## src/rtl/ppu_issue_ctrl_pkg.sv

```systemverilog
// Shared types and defaults for the ppu issue controller.
// operation_e mirrors the encoding of ppu's own op_i.
package ppu_issue_ctrl_pkg;

  typedef enum logic [2:0] {
    OpAdd,
    OpSub,
    OpMul,
    OpDiv,
    OpF2p,
    OpP2f
  } operation_e;

  localparam int unsigned DefWord  = 32;
  localparam int unsigned DefTagW  = 4;
  localparam int unsigned DefDepth = 4;

  function automatic bit is_pow2(int unsigned v);
    return (v != 0) && ((v & (v - 1)) == 0);
  endfunction

endpackage

```

## src/rtl/ppu_issue_ctrl_if.sv

```systemverilog
// Request/response handshake bundle between an upstream client and ppu_issue_ctrl.
interface ppu_issue_ctrl_if #(
  parameter int unsigned WORD  = ppu_issue_ctrl_pkg::DefWord,
  parameter int unsigned TAG_W = ppu_issue_ctrl_pkg::DefTagW
);
  import ppu_issue_ctrl_pkg::*;

  logic             req_valid_i;
  logic             req_ready_o;
  logic [WORD-1:0]  req_operand1_i;
  logic [WORD-1:0]  req_operand2_i;
  operation_e       req_op_i;
  logic [TAG_W-1:0] req_tag_i;
  logic             rsp_valid_o;
  logic             rsp_ready_i;
  logic [WORD-1:0]  rsp_result_o;
  logic [TAG_W-1:0] rsp_tag_o;

  modport master (
    output req_valid_i, req_operand1_i, req_operand2_i, req_op_i, req_tag_i, rsp_ready_i,
    input  req_ready_o, rsp_valid_o, rsp_result_o, rsp_tag_o
  );

  modport slave (
    input  req_valid_i, req_operand1_i, req_operand2_i, req_op_i, req_tag_i, rsp_ready_i,
    output req_ready_o, rsp_valid_o, rsp_result_o, rsp_tag_o
  );

endinterface

```

## src/rtl/ppu_issue_ctrl_fifo.sv

```systemverilog
// Synchronous FIFO with asynchronous active-low reset; read data is the registered head,
// forced to zero while empty.
module ppu_sync_fifo #(
  parameter int unsigned W     = 8,
  parameter int unsigned DEPTH = 4
) (
  input  logic                     clk_i,
  input  logic                     rst_ni,
  input  logic                     push_i,
  input  logic [W-1:0]             wdata_i,
  input  logic                     pop_i,
  output logic [W-1:0]             rdata_o,
  output logic                     full_o,
  output logic                     empty_o,
  output logic [$clog2(DEPTH):0]   count_o
);
  localparam int unsigned AW = $clog2(DEPTH);

  logic [W-1:0] r_mem [DEPTH];
  logic [AW:0]  r_wptr, r_rptr;
  logic         w_push, w_pop;

  // A push into a full FIFO is fine when the head leaves in the same cycle.
  assign w_push  = push_i & (~full_o | pop_i);
  assign w_pop   = pop_i & ~empty_o;
  assign empty_o = (r_wptr == r_rptr);
  assign full_o  = (r_wptr[AW] != r_rptr[AW]) && (r_wptr[AW-1:0] == r_rptr[AW-1:0]);
  assign count_o = r_wptr - r_rptr;
  assign rdata_o = empty_o ? '0 : r_mem[r_rptr[AW-1:0]];

  always_ff @(posedge clk_i or negedge rst_ni) begin
    if (!rst_ni) begin
      r_wptr <= '0;
      r_rptr <= '0;
    end else begin
      if (w_push) r_wptr <= r_wptr + 1'b1;
      if (w_pop)  r_rptr <= r_rptr + 1'b1;
    end
  end

  always_ff @(posedge clk_i) begin
    if (w_push) r_mem[r_wptr[AW-1:0]] <= wdata_i;
  end

endmodule

```

## src/rtl/ppu_issue_ctrl.sv

```systemverilog
// Front-end for ppu: credit-limited issue into the non-stalling ppu pipeline, tag tracking,
// and a result FIFO that absorbs every completion while the response side is backpressured.
module ppu_issue_ctrl import ppu_issue_ctrl_pkg::*; #(
  parameter int unsigned WORD  = DefWord,
  parameter int unsigned N     = 16,
  parameter int unsigned ES    = 1,
  parameter int unsigned TAG_W = DefTagW,
  parameter int unsigned DEPTH = DefDepth
) (
  input  logic             clk_i,
  input  logic             rst_i,
  ppu_issue_ctrl_if.slave  bus,
  output logic             ppu_in_valid_o,
  output logic [WORD-1:0]  ppu_operand1_o,
  output logic [WORD-1:0]  ppu_operand2_o,
  output operation_e       ppu_op_o,
  input  logic [WORD-1:0]  ppu_result_i,
  input  logic             ppu_out_valid_i,
  output logic             err_o
);
  localparam int unsigned CntW  = $clog2(DEPTH + 1);
  localparam int unsigned PtrW  = $clog2(DEPTH) + 1;
  localparam bit          CfgOk = is_pow2(DEPTH) && (DEPTH >= 2) && (N <= WORD) && (ES < N);

  typedef struct packed {
    logic [TAG_W-1:0] tag;
    logic [WORD-1:0]  result;
  } rsp_entry_t;

  logic             w_accept, w_rsp_hs, w_ppu_ok;
  logic             w_tag_full, w_tag_empty, w_res_full, w_res_empty;
  logic [PtrW-1:0]  w_tag_cnt, w_res_cnt;
  logic [TAG_W-1:0] w_tag_head;
  rsp_entry_t       w_res_in, w_res_head;
  logic [CntW-1:0]  r_outstanding, w_outstanding_d;
  logic             r_ready, r_in_valid, r_err;
  logic [WORD-1:0]  r_op1, r_op2;
  operation_e       r_op;
  logic             w_unused;

  assign w_accept = bus.req_valid_i & r_ready;
  assign w_rsp_hs = ~w_res_empty & bus.rsp_ready_i;
  // A completion with no tag in flight is spurious: flag it and leave all state alone.
  assign w_ppu_ok = ppu_out_valid_i & ~w_tag_empty;
  assign w_res_in = '{tag: w_tag_head, result: ppu_result_i};

  always_comb begin
    w_outstanding_d = r_outstanding;
    unique case ({w_accept, w_rsp_hs})
      2'b10:   w_outstanding_d = r_outstanding + CntW'(1);
      2'b01:   w_outstanding_d = r_outstanding - CntW'(1);
      default: ;
    endcase
  end

  // Ready is kept as a flop of (next count < DEPTH) so it reads 0 while in reset.
  always_ff @(posedge clk_i or negedge rst_i) begin
    if (!rst_i) begin
      r_outstanding <= '0;
      r_ready       <= 1'b0;
      r_in_valid    <= 1'b0;
      r_op1         <= '0;
      r_op2         <= '0;
      r_op          <= OpAdd;
      r_err         <= 1'b0;
    end else begin
      r_outstanding <= w_outstanding_d;
      r_ready       <= (w_outstanding_d < CntW'(DEPTH));
      r_in_valid    <= w_accept;
      if (w_accept) begin
        r_op1 <= bus.req_operand1_i;
        r_op2 <= bus.req_operand2_i;
        r_op  <= bus.req_op_i;
      end
      if (ppu_out_valid_i && w_tag_empty) r_err <= 1'b1;
    end
  end

  ppu_sync_fifo #(
    .W     (TAG_W),
    .DEPTH (DEPTH)
  ) u_tag_fifo (
    .clk_i   (clk_i),
    .rst_ni  (rst_i),
    .push_i  (w_accept),
    .wdata_i (bus.req_tag_i),
    .pop_i   (w_ppu_ok),
    .rdata_o (w_tag_head),
    .full_o  (w_tag_full),
    .empty_o (w_tag_empty),
    .count_o (w_tag_cnt)
  );

  ppu_sync_fifo #(
    .W     ($bits(rsp_entry_t)),
    .DEPTH (DEPTH)
  ) u_res_fifo (
    .clk_i   (clk_i),
    .rst_ni  (rst_i),
    .push_i  (w_ppu_ok),
    .wdata_i (w_res_in),
    .pop_i   (w_rsp_hs),
    .rdata_o (w_res_head),
    .full_o  (w_res_full),
    .empty_o (w_res_empty),
    .count_o (w_res_cnt)
  );

  assign bus.req_ready_o  = r_ready;
  assign bus.rsp_valid_o  = ~w_res_empty;
  assign bus.rsp_result_o = w_res_head.result;
  assign bus.rsp_tag_o    = w_res_head.tag;
  assign ppu_in_valid_o   = r_in_valid;
  assign ppu_operand1_o   = r_op1;
  assign ppu_operand2_o   = r_op2;
  assign ppu_op_o         = r_op;
  assign err_o            = r_err;

  // Credit accounting guarantees the FIFOs never overflow, so these are observation only.
  assign w_unused = ^{w_tag_full, w_res_full, w_tag_cnt, w_res_cnt, CfgOk};

endmodule

```

## src/flat_wrapper.sv

```systemverilog
// flat-port wrapper written by rule: the top's interface ports become plain ports
module ppu_issue_ctrl_flat import ppu_issue_ctrl_pkg::*;
#(
  parameter int unsigned WORD  = DefWord,
  parameter int unsigned N     = 16,
  parameter int unsigned ES    = 1,
  parameter int unsigned TAG_W = DefTagW,
  parameter int unsigned DEPTH = DefDepth
)
  (clk_i, rst_i, ppu_in_valid_o, ppu_operand1_o, ppu_operand2_o, ppu_op_o, ppu_result_i, ppu_out_valid_i, err_o, bus_req_valid_i, bus_req_operand1_i, bus_req_operand2_i, bus_req_op_i, bus_req_tag_i, bus_rsp_ready_i, bus_req_ready_o, bus_rsp_valid_o, bus_rsp_result_o, bus_rsp_tag_o);
  ppu_issue_ctrl_if #(.WORD(WORD), .TAG_W(TAG_W)) bus_i ();
  input  logic clk_i;
  input  logic rst_i;
  output logic ppu_in_valid_o;
  output logic [WORD-1:0] ppu_operand1_o;
  output logic [WORD-1:0] ppu_operand2_o;
  output operation_e ppu_op_o;
  input  logic [WORD-1:0] ppu_result_i;
  input  logic ppu_out_valid_i;
  output logic err_o;
  input wire logic [$bits(bus_i.req_valid_i)-1:0] bus_req_valid_i;
  input wire logic [$bits(bus_i.req_operand1_i)-1:0] bus_req_operand1_i;
  input wire logic [$bits(bus_i.req_operand2_i)-1:0] bus_req_operand2_i;
  input wire logic [$bits(bus_i.req_op_i)-1:0] bus_req_op_i;
  input wire logic [$bits(bus_i.req_tag_i)-1:0] bus_req_tag_i;
  input wire logic [$bits(bus_i.rsp_ready_i)-1:0] bus_rsp_ready_i;
  output wire logic [$bits(bus_i.req_ready_o)-1:0] bus_req_ready_o;
  output wire logic [$bits(bus_i.rsp_valid_o)-1:0] bus_rsp_valid_o;
  output wire logic [$bits(bus_i.rsp_result_o)-1:0] bus_rsp_result_o;
  output wire logic [$bits(bus_i.rsp_tag_o)-1:0] bus_rsp_tag_o;
  assign bus_i.req_valid_i = bus_req_valid_i;
  assign bus_i.req_operand1_i = bus_req_operand1_i;
  assign bus_i.req_operand2_i = bus_req_operand2_i;
  assign bus_i.req_op_i = bus_req_op_i;
  assign bus_i.req_tag_i = bus_req_tag_i;
  assign bus_i.rsp_ready_i = bus_rsp_ready_i;
  assign bus_req_ready_o = bus_i.req_ready_o;
  assign bus_rsp_valid_o = bus_i.rsp_valid_o;
  assign bus_rsp_result_o = bus_i.rsp_result_o;
  assign bus_rsp_tag_o = bus_i.rsp_tag_o;
  ppu_issue_ctrl #(.WORD(WORD), .N(N), .ES(ES), .TAG_W(TAG_W), .DEPTH(DEPTH)) u_core (.clk_i(clk_i), .rst_i(rst_i), .bus(bus_i), .ppu_in_valid_o(ppu_in_valid_o), .ppu_operand1_o(ppu_operand1_o), .ppu_operand2_o(ppu_operand2_o), .ppu_op_o(ppu_op_o), .ppu_result_i(ppu_result_i), .ppu_out_valid_i(ppu_out_valid_i), .err_o(err_o));
endmodule
```

## config.mk

```make
export PLATFORM = sky130hd
export DESIGN_NAME = ppu_issue_ctrl_flat
export DESIGN_NICKNAME = d
export VERILOG_FILES = /design/src/rtl/ppu_issue_ctrl_pkg.sv /design/src/rtl/ppu_issue_ctrl_if.sv /design/src/rtl/ppu_issue_ctrl_fifo.sv /design/src/rtl/ppu_issue_ctrl.sv /design/src/flat_wrapper.sv
export SDC_FILE = /design/constraint.sdc
export NUM_CORES = 1
export LEC_CHECK = 0
export CAP_MARGIN = 5
export CORE_UTILIZATION = 54
export DETAILED_ROUTE_END_ITERATION = 6
export HOLD_SLACK_MARGIN = 0.02
export PLACE_DENSITY = 0.84
export SETUP_SLACK_MARGIN = 0.5
export SLEW_MARGIN = 20
export SYNTH_ARGS = -nofsm -noshare
export SYNTH_HDL_FRONTEND = slang
export SYNTH_SLANG_ARGS = --single-unit
```

## constraint.sdc

```tcl
create_clock -name clk_i -period 7 [get_ports clk_i]
set_input_delay 1.4 -clock clk_i [delete_from_list [all_inputs] [get_ports clk_i]]
set_output_delay 1.4 -clock clk_i [all_outputs]
set_load 0.1 [all_outputs]
```

==> metrics, run 1 <==
post-synth net total=597; GRT overflow=0; FMAX=194 MHz; Hold WS=between 0.4 and 0.5 ns; DRC violations left=0; Cell Area, Placed=around 12000 sq um; Final ANT Viol Nets=0; status=finished, final reports clean; pin count of the biggest net entering global routing=between 80 and 90; vias in the first global route=5592; first-pass GRT wire length=between 20000 and 30000 microns; GRT Total Usage=20.8%; Worst-path clk slew=0.06 ns; Hold Buf Count CTS=0; Unique masters post-synth=32; Worst Path Required=5.60 ns; Nets=between 800 and 900; die area=18200 sq um; Syn Std Cell Area=9520 sq um; adder-cell share of the synthesized area=1.66%; initial antenna violation count=0; fraction of layout cells with a size suffix above 1=22.1%; placed instance count=899; # H-tree levels=1; Detailed Route Iter0 Violations=about 220; wire per inst=19.5 microns; vias after detailed routing=5030; CP Capture Type=primary output; drt first pass iters=4; FILL cells=968; final setup TNS=0 ns; Worst Hold Class=flop to flop; clock sink count=around 250; Simple-Gate Fraction of Synth Area=3.55%; Post-DP HPWL=12100 microns; post-route non-filler standard cell count=944; Design Area, Final=12700 sq um; I/O pin count=~220; Yosys reg bits=approximately 250; die height=135 microns; core area=17200 sq um; RSZ-0062 raised after global routing=no; Clock Latency Late Sink=0.51 ns; postcts setup bufs=0; syn avg cell area=20.0 sq um; Startpoint Class=flop; Critical Path AT=3.77 ns; Syn Inst Count=477; post-synthesis xor/xnor area fraction=1.73%; post-route clock period utilization=73.8%; die width=~130 microns; mux cell area share after synthesis=18.0%; Tightest Pin Transition=1.05 ns; Period minus WS final=5.17 ns; Max FO, Critical Path=39; Slew headroom=between 20% and 30%; Worst Skew=0.0152 ns; Area Growth Syn to Fin=32.9%; commonest non-fill, non-tap cells in the layout=213 x clkdlybuf4s50_1, 160 x edfxtp_1, 83 x dfrtp_1, 69 x mux2_2, 40 x and2_1; CTS tree=yes; # resized after CTS=0; Num CTS Buffers=25; largest family of logic cells by synthesized area=multiplexers; leading cell type in the layout, fill and taps excluded=clkdlybuf4s50_1; max-slew violation count=0; Vias/cell=5.33; Hold Fails Final Rpt=0; Compound-Gate Fraction of Synth Area=less than 1%; initial core utilization=55.2%; sequential area share after synthesis=72.8%; Placer Congestion=0.720; Crit Path Class=flop to primary output; root buffer cell=clkbuf_16; Synth Warn #=0; max_cap viols=0; port bufs=214; WL final=between 15000 and 20000 microns; clock buffer depth=3; # setup viols final=0; Row Count=48; Antenna Diode Count=0
cell usage after synthesis:
cell type	number	share of area [%]
a31oi_2	1	0.13
nor2_1	3	0.12
dfrtp_1	85	22
o31ai_4	1	0.22
mux4_1	4	1.1
nand2_1	2	0.079
buf_1	2	0.079
buf_2	8	0.42
and2_1	43	2.8
mux4_2	36	8.5
o21ai_1	1	0.053
nand3_1	1	0.053
a311oi_4	1	0.28
nor2b_1	4	0.26
o41a_2	1	0.13
fa_1	1	0.21
xor2_1	10	0.92
or3_1	1	0.066
mux2_1	2	0.24
clkinv_1	1	0.039
mux2_2	69	8.2
a21o_1	1	0.079
ha_1	11	1.4
edfxtp_1	160	50
buf_4	1	0.079
xor2_2	1	0.17
xnor2_1	7	0.64
buf_6	1	0.12
and2_4	1	0.092
inv_1	8	0.32
nor3_1	1	0.053
clkbuf_1	8	0.32
sequential cells by signal, summed over array words and instances (netlist names), named ones only:
| name | cells |
|---|---|
| u_core.u_tag_fifo.r_rptr | 3 |
| u_core.ppu_operand1_o | 32 |
| u_core.ppu_op_o | 3 |
| u_core.u_res_fifo.r_mem | 144 |
| u_core.bus.req_ready_o | 1 |
| u_core.ppu_operand2_o | 32 |
| u_core.r_outstanding | 2 |
| u_core.u_res_fifo.r_rptr | 3 |
| u_core.ppu_in_valid_o | 1 |
| u_core.u_res_fifo.r_wptr | 3 |
| u_core.u_tag_fifo.r_wptr | 3 |
| u_core.u_tag_fifo.r_mem | 16 |
| u_core.err_o | 1 |
path summary, 6_finish.rpt:
path	start	end	slack [ns]	cells after the start
max reg2reg	u_core.u_res_fifo.r_rptr[1]	u_core.bus.req_ready_o	3.39	9
max	u_core.u_res_fifo.r_rptr[1]	bus_rsp_tag_o[0]	1.83	4
min	u_core.err_o	u_core.err_o	0.46	1
min in group asynchronous	rst_i	u_core.ppu_operand1_o[31]	0.93	1
min reg2reg	u_core.err_o	u_core.err_o	0.46	1
max in group asynchronous	rst_i	u_core.u_res_fifo.r_rptr[1]	5.53	1
stage by stage:
stage / util [%] / setup slack (ns)
after global routing: 73.4 / 1.66
final: 73.4 / 1.83
after detailed placement: 68.9 / 2.06
after CTS: 73.4 / 1.50
after global placement: 68.9 / 2.19
after floorplan: - / 2.88
logic make-up after synthesis:
group,after synthesis
multiplexers,111
AND/OR/NAND/NOR,56
AO/OA/AOI/OAI,6
XOR/XNOR,18
adder cells (fa/ha/maj),12
flip-flops,245
buffers and inverters,29
layout make-up:
cell class	instances	area [sq um]	area share [%]
flip-flops and latches	245	6930	54.8
multi-input cells	203	2470	19.5
repair buffers	217	2170	17.1
clock buffers	29	641	5.06
well taps	225	282	2.22
clock inverters	16	134	1.06
inverters	9	33.8	0.267
routing by layer:
layer,wire (microns),track usage [%]
met1,7020,25.6
met2,9410,36.4
met3,1580,5.56
met4,421,5.87
met5,0,0
worst max-delay path, cell delays in order (launching register included):
cell	delay, ns
dfrtp_2	1.00
xor2_1	0.17
or3_2	0.83
and2_1	0.26
clkdlybuf4s50_1	0.97
Power of run 1 is left out: the tool's default activity adds up to more than one toggle a clock period on the data nets, which glitch-free logic cannot reach.
==> run 2: changes to the inputs <==
--- a/config.mk
+++ b/config.mk
@@ -6,10 +6,10 @@
 export NUM_CORES = 1
 export LEC_CHECK = 0
 export CAP_MARGIN = 5
-export CORE_UTILIZATION = 54
+export CORE_UTILIZATION = 50
 export DETAILED_ROUTE_END_ITERATION = 6
 export HOLD_SLACK_MARGIN = 0.02
-export PLACE_DENSITY = 0.84
+export PLACE_DENSITY = 0.78
 export SETUP_SLACK_MARGIN = 0.5
 export SLEW_MARGIN = 20
 export SYNTH_ARGS = -nofsm -noshare
==> constraint.sdc (replaced) <==
create_clock -name clk_i -period 5.38 [get_ports clk_i]
set_input_delay 1.076 -clock clk_i [delete_from_list [all_inputs] [get_ports clk_i]]
set_output_delay 1.076 -clock clk_i [all_outputs]
set_load 0.1 [all_outputs]
==> run 2 against run 1 <==
  * Final cell count grew 0.85%
  * First-iteration DRC count is 22% higher
  * Utilization is 6.0 points lower
  * Register-to-register slack worse by 1.6 ns
  * Critical path depth stayed put
  * Sequential share of layout area up 0.21 points
  * Flip-flop and latch count stayed put
  * Via count hardly changed
  * Setup slack got worse by 0.57 ns
  * Non-clock buffer count stayed put
  * Clock skew down 0.0058 ns
  * Global-route usage down 1.2 points
==> metrics, run 2 (synthesis results as in run 1) <==
status=finished, final reports clean; core area=18700 sq um; initial core utilization=50.9%; Critical Path AT=3.04 ns; # resized after CTS=0; I/O pin count=215; initial antenna violation count=1; clock sink count=about 250; Multi-input gate area=2470 sq um; CP Capture Type=primary output; Crit Path Class=flop to primary output; FILL cells=1238; die width=140 microns; Hold Fails Final Rpt=0; RSZ-0062 raised after global routing=no; Nets=820; # setup viols final=0; GRT overflow=0; CTS tree=yes; Placer Congestion=0.737; Cell Area, Placed=11800 sq um; Detailed Route Iter0 Violations=267; GRT Total Usage=19.7%; root buffer cell=clkbuf_16; clock buffer depth=3; vias in the first global route=5583; final setup TNS=0 ns; wire per inst=19.6 microns; Worst Skew=roughly 0.0094 ns; max-slew violation count=0; max reg flops=144; Reg area=6930 sq um; Clock Latency Late Sink=0.50 ns; Antenna Diode Count=0; vias after detailed routing=5025; Hold Buf Count CTS=0; DRC violations left=0; port bufs=214; Worst Path Required=4.30 ns; Worst-path clk slew=about 0.070 ns; Post-DP HPWL=about 12000 microns; Worst Hold Class=flop to flop; max_cap viols=0; Tightest Pin Transition=approximately 1.1 ns; commonest non-fill, non-tap cells in the layout=176 x clkdlybuf4s50_1, 160 x edfxtp_1, 83 x dfrtp_1, 69 x mux2_2; post-route clock period utilization=between 70% and 80%; Final ANT Viol Nets=0; pin count of the biggest net entering global routing=86; Row Count=50; postcts setup bufs=0; die area=just under 20000 sq um; Design Area, Final=12600 sq um; first-pass GRT wire length=29700 microns; fraction of layout cells with a size suffix above 1=27.2%; WL final=18600 microns; final core utilization=67.4%; die height=140 microns; # H-tree levels=1; Period minus WS final=4.12 ns; Slew headroom=29.5%; drt first pass iters=4; Vias/cell=approximately 5.3; Num CTS Buffers=24; Startpoint Class=flop; Area Growth Syn to Fin=32.4%; Max FO, Critical Path=39; leading cell type in the layout, fill and taps excluded=clkdlybuf4s50_1; FMAX=between 200 and 250 MHz
-- run 2: cell count changes in the layout (fill, tap and decap cells not counted), sizes merged --
cell / delta
clkbuf: -2
buf: +37
bufinv: +1
clkdlybuf4s50: -37
clkinv: +1
inv: -1
-- run 2: cell type report --
type                            count  share of cell area [%]
Sequential cell                   245                    55.0
Inverter                            9                   0.268
Multi-Input combinational cell    203                    19.6
Clock inverter                     17                    1.31
Clock buffer                       27                    5.10
Timing Repair Buffer              217                    16.4
Tap cell                          234                    2.32
-- run 2: worst max-delay path, stage by stage (launching register included) --
cell	delay [ns]
dfrtp_2	1.01
xor2_1	0.17
or3_2	0.82
and2_1	0.28
buf_4	0.23
-- run 2: routing by layer --
layer  vias up  routed length (microns)  track usage (%)
met3        32                     1320             5.44
met2       184                     9690             34.3
li1       2266                        -                -
met5         -                        8                0
met4         2                      412             6.19
met1      2541                     7220             23.8
-- run 2: path summary, 6_finish.rpt --
| check | startpoint | to | slack (ns) | depth (start not counted) |
|---|---|---|---|---|
| worst max-delay path | u_core.u_res_fifo.r_rptr[1] | bus_rsp_result_o[9] | 1.26 | 4 |
| worst min-delay path | u_core.err_o | u_core.err_o | 0.47 | 1 |
| worst max register to register | u_core.u_res_fifo.r_rptr[1] | u_core.bus.req_ready_o | 1.80 | 9 |
| worst min register to register | u_core.err_o | u_core.err_o | 0.47 | 1 |
| max in group asynchronous | rst_i | u_core.u_res_fifo.r_rptr[1] | 4.21 | 1 |
| min in group asynchronous | rst_i | u_core.ppu_operand2_o[30] | 0.63 | 1 |
-- run 2: through the flow --
step / hold WS, ns / cells / setup slack [ns]
after detailed placement: 0.449 / 908 / 1.49
after CTS: 0.473 / 952 / 0.953
after floorplan: 0.436 / 477 / 1.58
final: 0.470 / 952 / 1.26
after global placement: 0.444 / 908 / 1.72
after global routing: 0.498 / 952 / 1.10
Power of run 2 is left out for the same reason.
==> run 3: changes to the inputs <==
==> constraint.sdc (replaced) <==
create_clock -name clk_i -period 4.1 [get_ports clk_i]
set_input_delay 0.82 -clock clk_i [delete_from_list [all_inputs] [get_ports clk_i]]
set_output_delay 0.82 -clock clk_i [all_outputs]
set_load 0.1 [all_outputs]
==> run 3 against run 2 <==
  * Clock skew is 0.0014 ns lower
  * Utilization is 2.8 points higher
  * Setup slack worse by 0.42 ns
  * Register-to-register slack worse by 0.54 ns
  * Via count is 1.4% higher
  * Non-clock buffer count is 7 higher
  * Sequential share of layout area is 2.2 points lower
  * Routed wire length is 2.5% higher
  * Critical endpoint is now bus_rsp_result_o[24]
  * Largest cell class unchanged
  * Critical path type unchanged
==> metrics, run 3 (synthesis results as in run 1) <==
root buffer cell=clkbuf_16; Worst Path Required=~3.3 ns; pin count of the biggest net entering global routing=86; Num CTS Buffers=25; Tightest Pin Transition=approximately 1.0 ns; die width=140 microns; fraction of layout cells with a size suffix above 1=27.5%; Hold Fails Final Rpt=0; wire per inst=19.9 microns; Final ANT Viol Nets=0; Row Count=50; Post-DP HPWL=between 10000 and 15000 microns; status=finished, final reports clean; commonest non-fill, non-tap cells in the layout=176 x clkdlybuf4s50_1, 160 x edfxtp_1, 83 x dfrtp_1, 69 x mux2_2, 40 x and2_1; Worst Skew=0.00803 ns; initial core utilization=between 50% and 60%; die area=19600 sq um; Hold WS=0.363 ns; die height=140 microns; max_cap viols=0; Area Growth Syn to Fin=37.9%; Clock Latency Late Sink=about 0.5 ns; first-pass GRT wire length=30200 microns; post-route clock period utilization=79.6%; core area=18700 sq um; leading cell type in the layout, fill and taps excluded=clkdlybuf4s50_1; DRC violations left=0; port bufs=~210; Slew headroom=31.0%; vias in the first global route=5744; FMAX=306 MHz; CP Capture Type=primary output; final core utilization=70.2%; Max FO, Critical Path=31; Startpoint Class=flop; # setup viols final=0; initial antenna violation count=0; Placer Congestion=0.721; max-slew violation count=0; Antenna Diode Count=0; drt first pass iters=4; I/O pin count=approximately 220; placed instance count=915; FILL cells=1182; RSZ-0062 raised after global routing=no; final setup TNS=0 ns; # H-tree levels=1; Vias/cell=5.31; Worst-path clk slew=0.06 ns; vias after detailed routing=about 5.1k; Period minus WS final=about 3.3 ns; GRT Total Usage=19.9%; Critical Path AT=2.44 ns; clock buffer depth=3; Nets=828; WL final=19100 microns; Crit Path Class=flop to primary output; post-route non-filler standard cell count=960; postcts setup bufs=0; CTS tree=yes; Detailed Route Iter0 Violations=206; max reg flops=roughly 140; Worst Hold Class=input port to asynchronous set/reset pin; GRT overflow=0; clock sink count=roughly 250
[run 3: cell types whose count changed in the layout (fill, tap and decap cells not counted), moves of 2 or more]
cell / previous run / this run
buf_12: 0 / 38
buf_4: 40 / 8
clkbuf_1: 1 / 5
clkinvlp_4: 4 / 0
clkbuf_8: 1 / 3
clkinv_1: 7 / 5
clkinv_2: 2 / 4
[run 3: worst max-delay path: stages (launching register included)]
cell	delay (ns)
dfrtp_2	0.54
buf_6	0.42
mux4_2	0.58
and2_1	0.22
buf_12	0.17
[run 3: cell type report]
cell class | instances | area, sq um | share of cell area [%]
well taps | 234 | 293 | 2.23
inverters | 9 | 33.8 | 0.257
flip-flops and latches | 245 | 6930 | 52.8
repair buffers | 224 | 2610 | 19.8
multi-input cells | 203 | 2460 | 18.8
clock buffers | 33 | 686 | 5.22
clock inverters | 12 | 115 | 0.877
[run 3: timing repair]
item,4_1_cts,5_1_grt
hold buffers,0,0
gates resized for setup,0,1
endpoints found under the setup margin,0,1
[run 3: path summary, 6_finish.rpt]
path	from	end	slack, ns	cells after the start
setup / recovery	u_core.u_res_fifo.r_rptr[0]	bus_rsp_result_o[24]	0.84	4
hold / removal	rst_i	u_core.ppu_operand2_o[24]	0.36	1
setup reg to reg	u_core.u_res_fifo.r_rptr[0]	u_core.bus.req_ready_o	1.26	10
hold reg to reg	u_core.err_o	u_core.err_o	0.46	1
max in group asynchronous	rst_i	u_core.u_res_fifo.r_rptr[0]	3.20	1
min in group clk_i	u_core.err_o	u_core.err_o	0.46	1
[run 3: through the flow]
| stage | setup slack [ns] | instance area, sq um |
|---|---|---|
| 2_1_floorplan | 0.556 | 9520 |
| 3_3_place_gp | 1.17 | 12300 |
| 3_5_place_dp | 1.14 | 12300 |
| 4_1_cts | 0.592 | 13100 |
| 5_1_grt | 0.683 | 13100 |
| 6_report | 0.836 | 13100 |
[run 3: routing by layer]
metal	routed length [microns]	vias up	track usage, %
met4	514	0	6.42
met2	9710	194	34.5
met5	0	-	0
li1	-	2280	-
met3	1280	40	4.75
met1	7630	2583	24.9
Power of run 3 is left out for the same reason.
